### config.mk
export PLATFORM = sky130hd
export DESIGN_NAME = program_loader_mem
export DESIGN_NICKNAME = d
export VERILOG_FILES = /design/src/rtl/program_loader_mem_pkg.sv /design/src/rtl/program_loader_mem_unified_mem_32x16.sv /design/src/rtl/program_loader_mem.sv
export SDC_FILE = /design/constraint.sdc
export NUM_CORES = 1
export LEC_CHECK = 0
export ABC_CLOCK_PERIOD_IN_PS = 3000
export BUFFER_PORTS_ARGS = -buffer_cell sky130_fd_sc_hd__clkbuf_2
export CORE_MARGIN = 2
export CORE_UTILIZATION = 40
export CTS_CLUSTER_DIAMETER = 120
export CTS_CLUSTER_SIZE = 8
export DETAILED_ROUTE_END_ITERATION = 10
export PLACE_DENSITY_LB_ADDON = 0.08
export SYNTH_ARGS = -nofsm -noshare
export SYNTH_HDL_FRONTEND = slang
export SYNTH_SLANG_ARGS = --single-unit
### constraint.sdc
create_clock -name clock -period 3 [get_ports clock]
set_input_delay 0.6 -clock clock [delete_from_list [all_inputs] [get_ports clock]]
set_output_delay 0.6 -clock clock [all_outputs]
set_load 0.01 [all_outputs]
### src/rtl/program_loader_mem_pkg.sv
// -----------------------------------------------------------------------------
// program_loader_mem_pkg
// Shared types and constants for the program loader and its unified memory.
//   - Memory geometry (word address width, word width, depth)
//   - Frame limits and length-byte field masks
//   - Loader state encoding
//   - Helper that qualifies a received length byte
// -----------------------------------------------------------------------------
package program_loader_mem_pkg;

    localparam int ADDR_WIDTH = 5;
    localparam int DATA_WIDTH = 16;
    localparam int DEPTH      = 32;
    localparam int MAX_WORDS  = 32;

    // Width of the words_loaded counter; one extra bit so MAX_WORDS fits.
    localparam int WCNT_WIDTH = ADDR_WIDTH + 1;

    // Length byte layout: [5:0] word count, [7:6] reserved and must be zero.
    localparam logic [7:0] LEN_COUNT_MASK = 8'h3F;
    localparam logic [7:0] LEN_RSVD_MASK  = 8'hC0;

    typedef enum logic [2:0] {
        ST_IDLE    = 3'd0,
        ST_RX_HI   = 3'd1,
        ST_RX_LO   = 3'd2,
        ST_RX_CSUM = 3'd3,
        ST_RUN     = 3'd4,
        ST_DONE    = 3'd5,
        ST_ERROR   = 3'd6
    } loader_state_e;

    // A length byte is usable when the reserved bits are clear and the count
    // is in 1..MAX_WORDS.
    function automatic logic len_is_valid(input logic [7:0] len_byte);
        logic [7:0] count;
        count = len_byte & LEN_COUNT_MASK;
        return ((len_byte & LEN_RSVD_MASK) == 8'h00) &&
               (count != 8'd0) &&
               (count <= 8'(MAX_WORDS));
    endfunction

endpackage

### src/rtl/program_loader_mem_unified_mem_32x16.sv
// -----------------------------------------------------------------------------
// unified_mem_32x16
// Word-addressed memory shared by instructions and data.
//   clk         : clock
//   srst        : synchronous active-high clear of every word
//   we_i        : write strobe
//   waddr_i     : write address
//   wdata_i     : write data
//   raddr_i     : read address
//   rdata_o     : mem[raddr_i], combinational (a write at edge k shows from
//                 edge k onward; no same-cycle bypass)
// The reset clear forces a flop-based implementation; a block RAM cannot be
// cleared in one cycle.
// -----------------------------------------------------------------------------
module unified_mem_32x16 #(
    parameter int ADDR_WIDTH = program_loader_mem_pkg::ADDR_WIDTH,
    parameter int DATA_WIDTH = program_loader_mem_pkg::DATA_WIDTH,
    parameter int DEPTH      = program_loader_mem_pkg::DEPTH
) (
    input  logic                  clk,
    input  logic                  srst,
    input  logic                  we_i,
    input  logic [ADDR_WIDTH-1:0] waddr_i,
    input  logic [DATA_WIDTH-1:0] wdata_i,
    input  logic [ADDR_WIDTH-1:0] raddr_i,
    output logic [DATA_WIDTH-1:0] rdata_o
);

    logic [DATA_WIDTH-1:0] mem_q [DEPTH];

    always_ff @(posedge clk) begin
        if (srst) begin
            for (int i = 0; i < DEPTH; i++) begin
                mem_q[i] <= '0;
            end
        end else if (we_i) begin
            mem_q[waddr_i] <= wdata_i;
        end
    end

    assign rdata_o = mem_q[raddr_i];

endmodule

### src/rtl/program_loader_mem.sv
// -----------------------------------------------------------------------------
// program_loader_mem
// Byte-stream program loader in front of a unified 32x16 memory.
// A frame is: length byte N, 2N data bytes (high byte first, written to
// words 0..N-1), then an XOR checksum of the data bytes. A good frame releases
// the core (core_reset=0, start_execution=1); afterwards the core owns the
// memory port until it halts and a new frame is sent.
//   clock, reset          : clock and synchronous active-high reset
//   rx_data/rx_valid/
//   rx_ready              : incoming byte stream (valid/ready)
//   cpu_mem_addr          : core word address (read and write)
//   cpu_mem_write_data    : core store data
//   cpu_mem_write         : core store strobe (honoured in RUN/DONE only)
//   cpu_mem_read_data     : mem[cpu_mem_addr], combinational
//   cpu_halted            : core halted flag, RUN -> DONE
//   core_reset            : reset drive to the core
//   start_execution       : run enable to the core
//   load_done             : program accepted (RUN or DONE)
//   load_error            : last frame rejected
//   words_loaded          : words written by the current/last frame
// -----------------------------------------------------------------------------
module program_loader_mem
    import program_loader_mem_pkg::*;
(
    input  logic                  clock,
    input  logic                  reset,
    input  logic [7:0]            rx_data,
    input  logic                  rx_valid,
    output logic                  rx_ready,
    input  logic [ADDR_WIDTH-1:0] cpu_mem_addr,
    input  logic [DATA_WIDTH-1:0] cpu_mem_write_data,
    input  logic                  cpu_mem_write,
    output logic [DATA_WIDTH-1:0] cpu_mem_read_data,
    input  logic                  cpu_halted,
    output logic                  core_reset,
    output logic                  start_execution,
    output logic                  load_done,
    output logic                  load_error,
    output logic [WCNT_WIDTH-1:0] words_loaded
);

    loader_state_e         state_q, state_d;
    logic [WCNT_WIDTH-1:0] words_q, words_d;
    logic [WCNT_WIDTH-1:0] count_q, count_d;   // N of the frame in progress
    logic [7:0]            hi_q, hi_d;
    logic [7:0]            csum_q, csum_d;
    logic                  error_q, error_d;

    logic                  byte_acc;
    logic                  ldr_we;
    logic                  core_owns;
    logic                  mem_we;
    logic [ADDR_WIDTH-1:0] mem_waddr;
    logic [DATA_WIDTH-1:0] mem_wdata;

    // Control outputs are pure state decodes so they change exactly one
    // cycle after the byte that moved the state.
    assign rx_ready        = (state_q != ST_RUN);
    assign core_owns       = (state_q == ST_RUN) || (state_q == ST_DONE);
    assign start_execution = core_owns;
    assign core_reset      = !core_owns;
    assign load_done       = core_owns;
    assign load_error      = error_q;
    assign words_loaded    = words_q;

    assign byte_acc = rx_valid && rx_ready;

    always_ff @(posedge clock) begin
        if (reset) begin
            state_q <= ST_IDLE;
            words_q <= '0;
            count_q <= '0;
            hi_q    <= '0;
            csum_q  <= '0;
            error_q <= 1'b0;
        end else begin
            state_q <= state_d;
            words_q <= words_d;
            count_q <= count_d;
            hi_q    <= hi_d;
            csum_q  <= csum_d;
            error_q <= error_d;
        end
    end

    always_comb begin
        state_d = state_q;
        words_d = words_q;
        count_d = count_q;
        hi_d    = hi_q;
        csum_d  = csum_q;
        error_d = error_q;
        ldr_we  = 1'b0;

        unique case (state_q)
            ST_IDLE, ST_DONE, ST_ERROR: begin
                if (byte_acc) begin
                    words_d = '0;
                    csum_d  = '0;
                    error_d = 1'b0;
                    count_d = rx_data[WCNT_WIDTH-1:0];
                    if (len_is_valid(rx_data)) begin
                        state_d = ST_RX_HI;
                    end else begin
                        // A malformed length byte rejects the whole frame.
                        state_d = ST_ERROR;
                        error_d = 1'b1;
                    end
                end
            end

            ST_RX_HI: begin
                if (byte_acc) begin
                    hi_d    = rx_data;
                    csum_d  = csum_q ^ rx_data;
                    state_d = ST_RX_LO;
                end
            end

            ST_RX_LO: begin
                if (byte_acc) begin
                    ldr_we = 1'b1;
                    csum_d = csum_q ^ rx_data;
                    if (words_q != WCNT_WIDTH'(MAX_WORDS)) begin
                        words_d = words_q + 1'b1;
                    end
                    if (WCNT_WIDTH'(words_q + 1'b1) == count_q) begin
                        state_d = ST_RX_CSUM;
                    end else begin
                        state_d = ST_RX_HI;
                    end
                end
            end

            ST_RX_CSUM: begin
                if (byte_acc) begin
                    if (rx_data == csum_q) begin
                        state_d = ST_RUN;
                    end else begin
                        // Words already written stay in memory.
                        state_d = ST_ERROR;
                        error_d = 1'b1;
                    end
                end
            end

            ST_RUN: begin
                if (cpu_halted) begin
                    state_d = ST_DONE;
                end
            end

            default: begin
                state_d = ST_IDLE;
            end
        endcase
    end

    // Write-port ownership: loader during RX_*, core during RUN/DONE. The two
    // never write in the same cycle because ownership is decided by state.
    assign mem_we    = ldr_we || (core_owns && cpu_mem_write);
    assign mem_waddr = core_owns ? cpu_mem_addr : words_q[ADDR_WIDTH-1:0];
    assign mem_wdata = core_owns ? cpu_mem_write_data : {hi_q, rx_data};

    unified_mem_32x16 #(
        .ADDR_WIDTH (ADDR_WIDTH),
        .DATA_WIDTH (DATA_WIDTH),
        .DEPTH      (DEPTH)
    ) u_mem (
        .clk     (clock),
        .srst    (reset),
        .we_i    (mem_we),
        .waddr_i (mem_waddr),
        .wdata_i (mem_wdata),
        .raddr_i (cpu_mem_addr),
        .rdata_o (cpu_mem_read_data)
    );

endmodule

==> qor.txt <==
=====================================================================================
Hold Buf Count CTS                                                                  0
Worst min-delay path startpoint                                            rx_data[6]
Number of unique standard cell types used by synthesis                             56
Clk_lat worst skew                                                            0.62 ns
Synth Warn #                                                                        0
Total routing resource utilization after global routing                         0.242
Met3 demand-to-capacity share in global routing                                0.0349
Category of the worst setup path capture point                           primary output
Max-capacitance violation count                                                     0
Cells taking the most area after synthesis                               sky130_fd_sc_hd__edfxtp_1 63%, sky130_fd_sc_hd__mux4_2 15%, sky130_fd_sc_hd__nor2_1 8.4%
Launch point of the worst path                                           cpu_mem_addr[0]
Area added between synthesis and finish                                         20.2%
Site Rows                                                                          90
Io pins                                                                            61
Violations in the final reports                                          setup timing
Setup repair after global routing missed its margin                              true
Final cycle utilization of the critical path                                     1.08
Half-perimeter wire length of the detailed placement result                 48,000 um
Routed WL                                                                   74,100 um
Fraction of synthesis flops using an asynchronous set or reset pin                  0
Synthesized cell area                                                    24,400 sq um
Startpoint of the worst-slack reg-to-reg timing path                       state_q[1]
Min cycle time layout                                                         3.23 ns
Arrival time reported for the critical path endpoint                          2.63 ns
Final Cell Area                                                          29,300 sq um
Pin slew with the least headroom to its limit                                0.911 ns
Width of the die                                                               251 um
Global placement routability congestion                                         0.816
Congestion Overflow GR                                                              0
Post-detailed-route DRC marker count                                                0
Clk slew on worst S/H paths                                                   0.05 ns
CTS H-Tree Depth                                                                    3
Top_reg_cell synth                                                       sky130_fd_sc_hd__edfxtp_1
Final number of max-transition violations                                           0
Global routing met1 resource utilization                                        0.337
Die height                                                                     251 um
Required time at the endpoint of the critical path                            2.40 ns
Initial Utilization                                                             0.404
Startpoint type of the worst setup path                                    input port
Number of enable flip-flop cells after synthesis                                  512
Worst vdd ir                                                               0.000404 V
Synth Instances                                                                 1,690
Num CTS Buffers                                                                    77
Max Buffers Root-to-Sink                                                            3
Synth top cells by count                                                 548 x sky130_fd_sc_hd__nor2_1, 512 x sky130_fd_sc_hd__edfxtp_1, 160 x sky130_fd_sc_hd__mux4_2
Crit Path Max Fanout                                                                6
Fraction of the yosys area taken by sequential cells                            0.657
GR peak layer                                                                    met2
Clock tree from TritonCTS                                                         yes
Via count of the first global-routing pass                                     15,318
Static leakage                                                                10.4 nW
Remaining number of nets flagged by the antenna check after routing                 0
Detailed-router iteration count before antenna repair                               5
Most used standard cell by instance count after synthesis                sky130_fd_sc_hd__nor2_1
Via total after detailed routing                                               14,962
Count of input and output buffers                                                  60
Setup TNS Final                                                              -2.71 ns
Detailed-route wire length per cell                                           28.1 um
Hold crit path type                                                      input port to flip-flop
Root cell of the clock tree                                              sky130_fd_sc_hd__clkbuf_16
Clk_skew                                                                    0.0287 ns
Fraction of layout cells with a size suffix above 1                             0.279
DR vias/cell                                                                     5.68
Place WS                                                                    -0.285 ns
Clock sink count                                                                  544
Achievable Freq                                                             0.309 GHz
Area leader, netlist                                                     sky130_fd_sc_hd__edfxtp_1
Count of endpoints failing hold in the final timing report                          0
WS Path Type                                                             input port to primary output
Number of antenna violations at the first check in global routing                   2
Overall die area                                                         62,900 sq um
Cell Pwr Density                                                          640 nW/um^2
Core box area                                                            60,200 sq um
Util after Layout                                                               0.486
Setup-failing EPs final                                                            16
Count of routing violations after the opening detailed-route iteration          1,295
Net count after synthesis                                                       1,726
First-pass GRT wire length                                                 109,000 um
Share of the synthesized area in the top cell type                              0.631
Final net count                                                                 1,873
Pin count of the biggest net entering global routing                               34
Number of synthesized register bits                                               544
Average cell area after synthesis                                          14.4 sq um
Max_slew headroom                                                               0.390
Pwr Total                                                                     18.7 mW
Met2 Resource Use GR                                                            0.397
Status                                                                   finished with violations
Least setup slack across all paths after layout                             -0.231 ns
Area after detailed placement                                            26,600 sq um
=====================================================================================
==> repair_timing <==
item	CTS	global route
cloned	7	1
gates resized for setup	36	28
endpoints found under the setup margin	16	16
buffers inserted	10	1
==> cell type report <==
class | count | area, sq um
Timing Repair Buffer | 220 | 2240
Multi-Input combinational cell | 981 | 7880
Fill cell | 5145 | 31000
Sequential cell | 544 | 16000
Tap cell | 782 | 978
Clock buffer | 90 | 2020
Inverter | 13 | 48.8
Antenna cell | 1 | 2.50
Clock inverter | 5 | 95.1
==> cells in the final DEF, fill, tap and decap left out, types with 8 or more instances in the layout <==
master,count
sky130_fd_sc_hd__nor2_1,548
sky130_fd_sc_hd__edfxtp_1,512
sky130_fd_sc_hd__mux4_2,160
sky130_fd_sc_hd__buf_4,115
sky130_fd_sc_hd__clkbuf_16,80
sky130_fd_sc_hd__clkbuf_2,45
sky130_fd_sc_hd__nand2_1,35
sky130_fd_sc_hd__nand2b_1,35
sky130_fd_sc_hd__dfxtp_1,32
sky130_fd_sc_hd__buf_12,31
sky130_fd_sc_hd__a21oi_1,22
sky130_fd_sc_hd__mux2_4,16
sky130_fd_sc_hd__mux2i_1,16
sky130_fd_sc_hd__mux2i_4,15
sky130_fd_sc_hd__o21ai_0,15
sky130_fd_sc_hd__buf_6,13
sky130_fd_sc_hd__inv_1,12
sky130_fd_sc_hd__nand3_1,12
sky130_fd_sc_hd__nand3b_1,12
sky130_fd_sc_hd__clkbuf_1,11
sky130_fd_sc_hd__xor2_1,10
sky130_fd_sc_hd__buf_16,9
sky130_fd_sc_hd__or3_1,8
sky130_fd_sc_hd__nand2_4,8
==> routing by layer <==
| metal | vias up | part of all wire | wire length (um) |
|---|---|---|---|
| met3 | 113 | 0.057 | 4190 |
| met2 | 497 | 0.49 | 36300 |
| met5 | - | 0.00018 | 13 |
| met4 | 2 | 0.020 | 1460 |
| met1 | 7869 | 0.43 | 32000 |
| li1 | 6481 | - | - |
==> worst paths after layout <==
kind / slack (ns) / end / cells past startpoint
setup / recovery: -0.23 / cpu_mem_read_data[10] / 8
hold / removal: 0.38 / csum_q[6] / 3
setup reg to reg: 0.47 / u_mem.mem_q[22][8] / 8
hold reg to reg: 0.47 / load_error / 2
==> power breakdown <==
group	internal, mW	switching, mW	total (mW)	leakage (nW)
clock	4.70	3.19	7.89	1.03
sequential	8.58	0.113	8.69	5.55
combinational	0.877	1.28	2.15	3.78
total	14.2	4.58	18.7	10.4
==> state kept, by name (all words and copies together), names as in the netlist <==
| register | count |
|---|---|
| count_q | 6 |
| u_mem.mem_q | 512 |
| words_loaded | 6 |
| csum_q | 8 |
| hi_q | 8 |
| load_error | 1 |
| state_q | 3 |
==> critical path, stage by stage <==
cell	delay (ns)
sky130_fd_sc_hd__buf_16	0.12
sky130_fd_sc_hd__buf_12	0.14
sky130_fd_sc_hd__buf_12	0.14
sky130_fd_sc_hd__buf_4	0.13
sky130_fd_sc_hd__mux4_2	0.51
sky130_fd_sc_hd__mux4_2	0.54
sky130_fd_sc_hd__mux2_4	0.31
sky130_fd_sc_hd__clkbuf_2	0.13
==> kinds of logic (layout without fill, tap and decap cells) <==
family,after synthesis,count (layout),share of synthesized area
compound gates,69,69,0.0179
xor+xnor,14,14,0.00560
fa+ha+maj,2,2,0.00103
buf+inv,165,328,0.0299
flops,544,544,0.657
mux,209,209,0.169
other cells,0,1,0
simple gates,687,687,0.119
==> metrics by stage <==
step / cells / hold slack (ns)
after floorplan: 1690 / 0.460
after global placement: 2523 / 0.462
after detailed placement: 2523 / 0.467
after CTS: 2634 / 0.333
after global routing: 2635 / 0.364
final: 2636 / 0.376
No activity file was read; power rests on OpenSTA's default activity.
